--- config.mk ---
export PLATFORM = sky130hd
export DESIGN_NAME = layer_output_serializer
export DESIGN_NICKNAME = d
export VERILOG_FILES = /design/src/rtl/layer_output_serializer.sv
export SDC_FILE = /design/constraint.sdc
export NUM_CORES = 1
export LEC_CHECK = 0
export BUFFER_PORTS_ARGS = -buffer_cell sky130_fd_sc_hd__buf_2
export CORE_MARGIN = 2
export CORE_UTILIZATION = 28
export CTS_CLUSTER_DIAMETER = 120
export DETAILED_ROUTE_END_ITERATION = 10
export PLACE_DENSITY = 0.59
export SLEW_MARGIN = 5
export SYNTH_ARGS = -nofsm -noshare
export SYNTH_HDL_FRONTEND = slang
export SYNTH_SLANG_ARGS = --single-unit
--- constraint.sdc ---
create_clock -name clk -period 20.3 [get_ports clk]
set_input_delay 3.045 -clock clk [delete_from_list [all_inputs] [get_ports clk]]
set_output_delay 3.045 -clock clk [all_outputs]
set_load 0.01 [all_outputs]
--- src/rtl/layer_output_serializer.sv ---
`default_nettype none
// ============================================================================
// Module      : layer_output_serializer
// Description : Captures the parallel outputs of a neuron layer in one cycle and
//               replays them as a serial word stream for the next layer.
//               Optional argmax tracking is enabled with macro MAXFIND_EN.
// Revision    : 1.0 - initial release
// ============================================================================
module layer_output_serializer #(
    parameter int numNeurons = 30,
    parameter int dataWidth  = 16
) (
    input  logic                               clk,
    input  logic                               rst,
    input  logic [numNeurons*dataWidth-1:0]    layerOut,
    input  logic [numNeurons-1:0]              layerOutValid,
    output logic [dataWidth-1:0]               dataOut,
    output logic                               dataOutValid,
    output logic                               busy,
    output logic                               overrun,
`ifdef MAXFIND_EN
    output logic [$clog2(numNeurons)-1:0]      maxIdx,
    output logic [dataWidth-1:0]               maxValue,
    output logic                               maxValid,
`endif
    output logic                               validMismatch
);

    localparam int                c_CNT_W = $clog2(numNeurons);
    localparam logic [c_CNT_W-1:0] c_LAST = c_CNT_W'(numNeurons - 1);

    typedef enum logic [0:0] {
        ST_IDLE  = 1'b0,
        ST_SHIFT = 1'b1
    } state_t;

    state_t                 state_q, state_d;
    logic [c_CNT_W-1:0]     cnt_q, cnt_d;
    logic [dataWidth-1:0]   data_q, data_d;
    logic [dataWidth-1:0]   mem_q [numNeurons];
    logic                   overrun_q, overrun_d;
    logic                   mismatch_q, mismatch_d;

    logic                   w_capture;
    logic                   w_last;
    logic                   w_accept;
    logic                   w_drop;
    logic [c_CNT_W-1:0]     w_next_cnt;

    assign w_capture  = layerOutValid[0];
    assign w_last     = (state_q == ST_SHIFT) && (cnt_q == c_LAST);
    assign w_accept   = w_capture && ((state_q == ST_IDLE) || w_last);
    assign w_drop     = w_capture && (state_q == ST_SHIFT) && !w_last;
    assign w_next_cnt = cnt_q + c_CNT_W'(1);

    always_comb begin
        state_d    = state_q;
        cnt_d      = cnt_q;
        data_d     = data_q;
        overrun_d  = overrun_q | w_drop;
        mismatch_d = mismatch_q |
                     ((layerOutValid != '0) && (layerOutValid != '1));
        case (state_q)
            ST_IDLE: begin
                if (w_accept) begin
                    state_d = ST_SHIFT;
                    cnt_d   = '0;
                    data_d  = layerOut[dataWidth-1:0];
                end
            end
            ST_SHIFT: begin
                // A capture on the last word chains the next burst with no gap.
                if (w_accept) begin
                    cnt_d  = '0;
                    data_d = layerOut[dataWidth-1:0];
                end else if (w_last) begin
                    state_d = ST_IDLE;
                end else begin
                    cnt_d  = w_next_cnt;
                    data_d = mem_q[w_next_cnt];
                end
            end
            default: state_d = ST_IDLE;
        endcase
    end

    always_ff @(posedge clk) begin
        if (rst) begin
            state_q    <= ST_IDLE;
            cnt_q      <= '0;
            data_q     <= '0;
            overrun_q  <= 1'b0;
            mismatch_q <= 1'b0;
        end else begin
            state_q    <= state_d;
            cnt_q      <= cnt_d;
            data_q     <= data_d;
            overrun_q  <= overrun_d;
            mismatch_q <= mismatch_d;
        end
    end

    always_ff @(posedge clk) begin
        if (!rst && w_accept) begin
            for (int k = 0; k < numNeurons; k++) begin
                mem_q[k] <= layerOut[k*dataWidth +: dataWidth];
            end
        end
    end

    assign dataOut       = data_q;
    assign dataOutValid  = (state_q == ST_SHIFT);
    assign busy          = (state_q == ST_SHIFT);
    assign overrun       = overrun_q;
    assign validMismatch = mismatch_q;

`ifdef MAXFIND_EN
    logic signed [dataWidth-1:0] run_max_q;
    logic [c_CNT_W-1:0]          run_idx_q;
    logic signed [dataWidth-1:0] w_cand_val;
    logic [c_CNT_W-1:0]          w_cand_idx;
    logic [c_CNT_W-1:0]          max_idx_q;
    logic [dataWidth-1:0]        max_val_q;
    logic                        max_vld_q;

    // data_q holds word cnt_q during SHIFT; strict > keeps the lowest index on ties.
    always_comb begin
        w_cand_val = run_max_q;
        w_cand_idx = run_idx_q;
        if ((cnt_q == '0) || ($signed(data_q) > run_max_q)) begin
            w_cand_val = $signed(data_q);
            w_cand_idx = cnt_q;
        end
    end

    always_ff @(posedge clk) begin
        if (rst) begin
            run_max_q <= '0;
            run_idx_q <= '0;
            max_idx_q <= '0;
            max_val_q <= '0;
            max_vld_q <= 1'b0;
        end else begin
            max_vld_q <= w_last;
            if (state_q == ST_SHIFT) begin
                run_max_q <= w_cand_val;
                run_idx_q <= w_cand_idx;
            end
            if (w_last) begin
                max_idx_q <= w_cand_idx;
                max_val_q <= w_cand_val;
            end
        end
    end

    assign maxIdx   = max_idx_q;
    assign maxValue = max_val_q;
    assign maxValid = max_vld_q;
`endif

endmodule
`default_nettype wire

## After elaboration in Yosys (flattened, before gate mapping)

Memory sizes are Yosys's and may differ from the RTL's.
Index checks and enable logic that the tools add are counted.

| storage, ports and cells | value |
|---|---|
| input bits | 512 |
| memories | 1 |
| output and inout port bits | 20 |
| bits in writable memories | 480 |
| logic and storage cells | 39 |
| register bits | 24 |
| ROM bits | 0 |
| latch bits | 0 |

| operators by class | value |
|---|---|
| multiply operators | 0 |
| muxes and demuxes | 14 |
| divide/modulo/power cells | 0 |
| eq/ne operators | 4 |
| shifts and indexed selects | 0 |
| bitwise operators | 3 |
| reduce and logical (&&, ||, !) cells | 11 |
| order comparisons | 0 |
| add/subtract/negate cells | 1 |

Memories:

| name | words | bits a word | rd ports | clocked after memory_dff | write ports | line | source |
|---|---|---|---|---|---|---|---|
| mem_q | 30 | 16 | 1 | 0 | 30 | 40 | `logic [dataWidth-1:0] mem_q [numNeurons];` |

Operators by type and width:

| kind | count |
|---|---|
| $mux 16 | 3 |
| $pmux 16 s2 | 1 |
| $ne 30x30->1 const B | 1 |
| $reduce_bool 30->1 | 1 |
| $mux 5 | 3 |
| $pmux 5 s2 | 1 |
| $logic_and 1x1->1 | 6 |
| $add 5x1->5 const B | 1 |
| $eq 5x5->1 const B | 1 |
| $mux 1 | 5 |
| $ne 3x2->1 const B | 1 |
| $logic_not 1->1 | 2 |
| $ne 2x2->1 const B | 1 |
| $or 1x1->1 | 2 |
| $pmux 1 s2 | 1 |
| $reduce_and 2->1 | 1 |
| $logic_or 1x1->1 | 1 |
| $not 1->1 | 1 |

## Depth between registers and ports, before layout

| logic depth | value |
|---|---|
| word-level depth | 7 |
| gate-level depth with buffers | 9 |
| gate-level depth less buffers | 7 |

## Least setup slack after synthesis

No wires, ideal clock.

| path | value |
|---|---|
| kind | input to register |
| start point | input rst |
| end point | memory mem_q[0][0] (enable) |
| stages | 4 |
| required time | 19391 ps |
| setup time | 909 ps |
| setup slack | 4866 ps |
| arrival time | 14525 ps |
| path buffers | 2 |
| cell sequence | clkbuf_1 clkbuf_1 a21oi_1 and2_1 |

RTL lines:

| what | line | source |
|---|---|---|
| start, declared | 14 | `input logic rst,` |
| end, declared | 40 |  |

==> out/qor.csv <==
stage,metric,value,unit
worst_setup_path,Worst Path Max Fanout,180,
placement,gpl congestion,0.809,
floorplanning,CORE AREA,72600,sq um
worst_setup_path,crit-path leading delay family,buffers and inverters,
power_and_ir_drop,VDD IR max,0.0000654,V
detailed_routing,WL met3,4060,um
sta,Max Freq,158,MHz
global_route,number of global-route vias before repair,12500,
power_and_ir_drop,P_leak,9.36,nW
worst_setup_path,Reg2Reg Capture Point,mem_q[14][2]$_DFFE_PP_,
worst_setup_path,Setup crit start,layerOutValid[0],
clock_tree,CTS tree,built,
detailed_routing,vias after detailed routing,11900,
layout,area growth from synthesis to layout,26.1,%
layout,fillers,6957,
logic_synthesis,Adder-Cell Fraction of Synth Area,0.00122,
detailed_routing,Detail Route Antenna Nets,0,
sta,period utilization,0.311,
logic_synthesis,gate count of the mapped netlist,1031,
worst_setup_path,Worst Setup EP,mem_q[14][2]$_DFFE_PP_,
sta,Final WS setup,13.98,ns
worst_setup_path,startpoint types,primary input,
sta,Max Slew Vio Count,0,
worst_setup_path,Critical Path Stages,4,
logic_synthesis,post-synthesis xor/xnor area fraction,0.00404,
global_route,initial antenna violation count,12,
sta,Max-slew headroom,0.236,
power_and_ir_drop,Switch Pwr,0.543,mW
sta,unrepaired setup endpoints after global routing,no,
global_route,grt ovf,0,
worst_setup_path,Worst Setup End Kind,register,
layout,fraction of layout cells with a size suffix above 1,0.470,
status,status,finished clean,
logic_synthesis,Post-Synth Simple-Gate Area,0.0378,
layout,layout net count,2083,
floorplanning,Initial Utilization,0.282,
power_and_ir_drop,Sw Ratio,0.230,
logic_synthesis,number of synthesized flops with an enable pin,480,
sta,Finish-stage setup viols,0,
detailed_routing,routed wire length,62400,um
worst_setup_path,crit path kind,in2reg,
placement,Placed Cells,2471,
detailed_routing,Via density,4.60,
clock_tree,clk buf depth,3,
detailed_routing,top layer reached by signal wires,met5,
flow_run,Max Cap Viol,0,
logic_synthesis,Synth Register Bits,504,
worst_setup_path,depth of the worst register-to-register path,5,
worst_setup_path,Worst Path Buf+Inv,3,
logic_synthesis,Post-Syn Nets,1545,
logic_synthesis,synthesized cell area,20400,sq um
clock_tree,later-pin clock latency in the skew report,0.62,ns
detailed_routing,initial drt markers,805,
worst_setup_path,Crit path arrival time,6.54,ns
worst_setup_path,R2R Setup Slk,15.88,ns
floorplanning,Rows,99,
logic_synthesis,mean area per synthesized cell,19.8,sq um
sta,Setup Total Neg Slack,0,ns
placement,number of port buffers,531,
layout,Layout Cells excl Fill,2577,
floorplanning,Ports,532,
worst_setup_path,WP data required,20.52,ns
detailed_routing,WL met1,25600,um
logic_synthesis,post-synthesis compound-gate area fraction,0.0559,
power_and_ir_drop,P_int,1.82,mW
worst_setup_path,worst path cell trace,"buf_2, and2_4, buf_12, buf_4",
layout,"commonest cells after routing, fill and taps aside","buf_2, edfxtp_1, mux4_2, mux2i_1, clkbuf_16",
worst_setup_path,Worst R2R Start,cnt_q[2]$_SDFFE_PP0P_,
sta,Worst-Margin Slew,1.14,ns
clock_tree,Clock Sinks,504,
logic_synthesis,mux share of post-synthesis cell area,0.150,
detailed_routing,DR pass1 iterations,4,
power_and_ir_drop,combinational share of power,0.086,
floorplanning,Die X,274,um
layout,Util after Layout,0.355,
power_and_ir_drop,PD cells,91.7,nW/um^2
floorplanning,die area,75200,sq um
global_route,pin count of the biggest net entering global routing,181,
detailed_routing,post-route DRC violation count,0,
sta,Hold Worst Slack,0.455,ns
global_route,GRT Util Overall,0.161,
placement,pre-CTS setup slack,13.41,ns
clock_tree,postcts setup bufs,0,
placement,Detailed Place HPWL,45700,um
logic_synthesis,largest family of logic cells by synthesized area,multiplexers,
clock_tree,post_cts resized,0,
clock_tree,clk slew on worst S/H paths,0.06,ns
clock_tree,CTS Hold Bufs,0,
floorplanning,Die H,274,um
sta,Fin. Hold Viols,0,
logic_synthesis,ys async rst share,0,
clock_tree,root buffer cell,clkbuf_16,
logic_synthesis,Unique masters post-synth,52,
worst_setup_path,"slowest stage cell, crit path",buf_4,
clock_tree,Inserted Clock Buffers,55,
logic_synthesis,yosys warns,0,
logic_synthesis,"Top FF cell, synth",edfxtp_1,
power_and_ir_drop,power share of the clock group,0.405,
power_and_ir_drop,share of power burned in registers,0.508,
sta,min Tclk post-route,6.32,ns
detailed_routing,WL per Instance,24.2,um
clock_tree,H-tree depth,2,
logic_synthesis,"Seq/Total Area, Yosys",0.729,
hold_path,worst hold path type,reg2reg,
worst_setup_path,critical path's largest stage delay,0.99,ns
sta,clk_skew,0.0230,ns
layout,"commonest non-fill, non-tap cell in the layout",buf_2,
global_route,first-pass GRT wire length,86100,um
detailed_routing,met2 WL,31500,um
per-stage QoR:
| stage | instance area [sq um] | power, mW |
|---|---|---|
| floorplan | 20400 | 1.35 |
| global placement | 24000 | 1.43 |
| detailed placement | 24000 | 1.43 |
| CTS | 25800 | 2.40 |
| global route | 25800 | 2.46 |
| finish | 25800 | 2.37 |
kinds of logic (layout without fill, tap and decap cells):
| logic type | after synthesis | in the layout |
|---|---|---|
| flip-flops | 504 | 504 |
| XOR/XNOR | 6 | 6 |
| AO/OA/AOI/OAI | 143 | 143 |
| multiplexers | 176 | 176 |
| adder cells (fa/ha/maj) | 2 | 2 |
| other | 0 | 7 |
| buffers and inverters | 70 | 650 |
| AND/OR/NAND/NOR | 130 | 130 |
cell usage after synthesis, types with 3 or more instances:
master | n | area [sq um]
a21oi_1 | 8 | 40.0
and2_1 | 18 | 113
a31oi_1 | 3 | 18.8
clkbuf_1 | 15 | 56.3
o31a_1 | 15 | 131
nor2b_1 | 5 | 31.3
mux4_1 | 16 | 420
xnor2_2 | 3 | 48.8
mux2_2 | 17 | 191
a211oi_1 | 54 | 405
nand2_1 | 9 | 33.8
nor4_1 | 9 | 56.3
nand4_1 | 10 | 62.6
buf_6 | 7 | 78.8
nor3_1 | 16 | 80.1
buf_12 | 4 | 80.1
mux4_2 | 80 | 1800
a211oi_2 | 21 | 263
edfxtp_1 | 480 | 14400
a21o_1 | 15 | 113
inv_1 | 4 | 15.0
buf_2 | 27 | 135
buf_4 | 10 | 75.1
and2b_1 | 10 | 75.1
mux2i_1 | 62 | 621
o21ai_0 | 18 | 90.1
nor2_1 | 26 | 97.6
dfxtp_1 | 24 | 480
nand3_1 | 4 | 20.0
nor4b_1 | 15 | 131
final cells by class:
cell class | count | area, sq um | share of cell area
clock inverters | 32 | 293 | 0.0114
multi-input cells | 457 | 5140 | 0.200
clock buffers | 67 | 1420 | 0.0551
flip-flops and latches | 504 | 14900 | 0.578
repair buffers | 547 | 2790 | 0.108
diodes | 7 | 17.5 | 0.000679
well taps | 959 | 1200 | 0.0465
inverters | 4 | 15.0 | 0.000582
routing by layer:
metal / track usage / vias up
met1: 0.202 / 5947
met5: 0 / -
li1: - / 5401
met4: 0.0383 / 12
met3: 0.0404 / 84
met2: 0.278 / 421
worst min-delay path by stage:
stage	start	to	depth (start not counted)
floorplan	validMismatch$_SDFF_PP0_	validMismatch$_SDFF_PP0_	2
global placement	validMismatch$_SDFF_PP0_	validMismatch$_SDFF_PP0_	2
detailed placement	validMismatch$_SDFF_PP0_	validMismatch$_SDFF_PP0_	2
CTS	validMismatch$_SDFF_PP0_	validMismatch$_SDFF_PP0_	2
global route	validMismatch$_SDFF_PP0_	validMismatch$_SDFF_PP0_	2
finish	validMismatch$_SDFF_PP0_	validMismatch$_SDFF_PP0_	2
sequential cells by signal (all words and copies together) (netlist names):
name           count
cnt_q              5
dataOut           16
overrun            1
mem_q            480
validMismatch      1
busy               1
tightest hold or removal path, cell delays in order, from the launching register on:
cell and delay (ns):
dfxtp_1 0.31, inv_1 0.05, a21oi_1 0.05
power groups by stage:
stage	Clock, mW	Sequential, mW	Combinational, mW
2_1_floorplan	0	1.24	0.107
3_3_place_gp	0	1.22	0.207
3_5_place_dp	0	1.23	0.209
4_1_cts	0.988	1.20	0.211
5_1_grt	1.03	1.21	0.222
6_report	0.959	1.20	0.204
(Power assumes the default switching activity.)
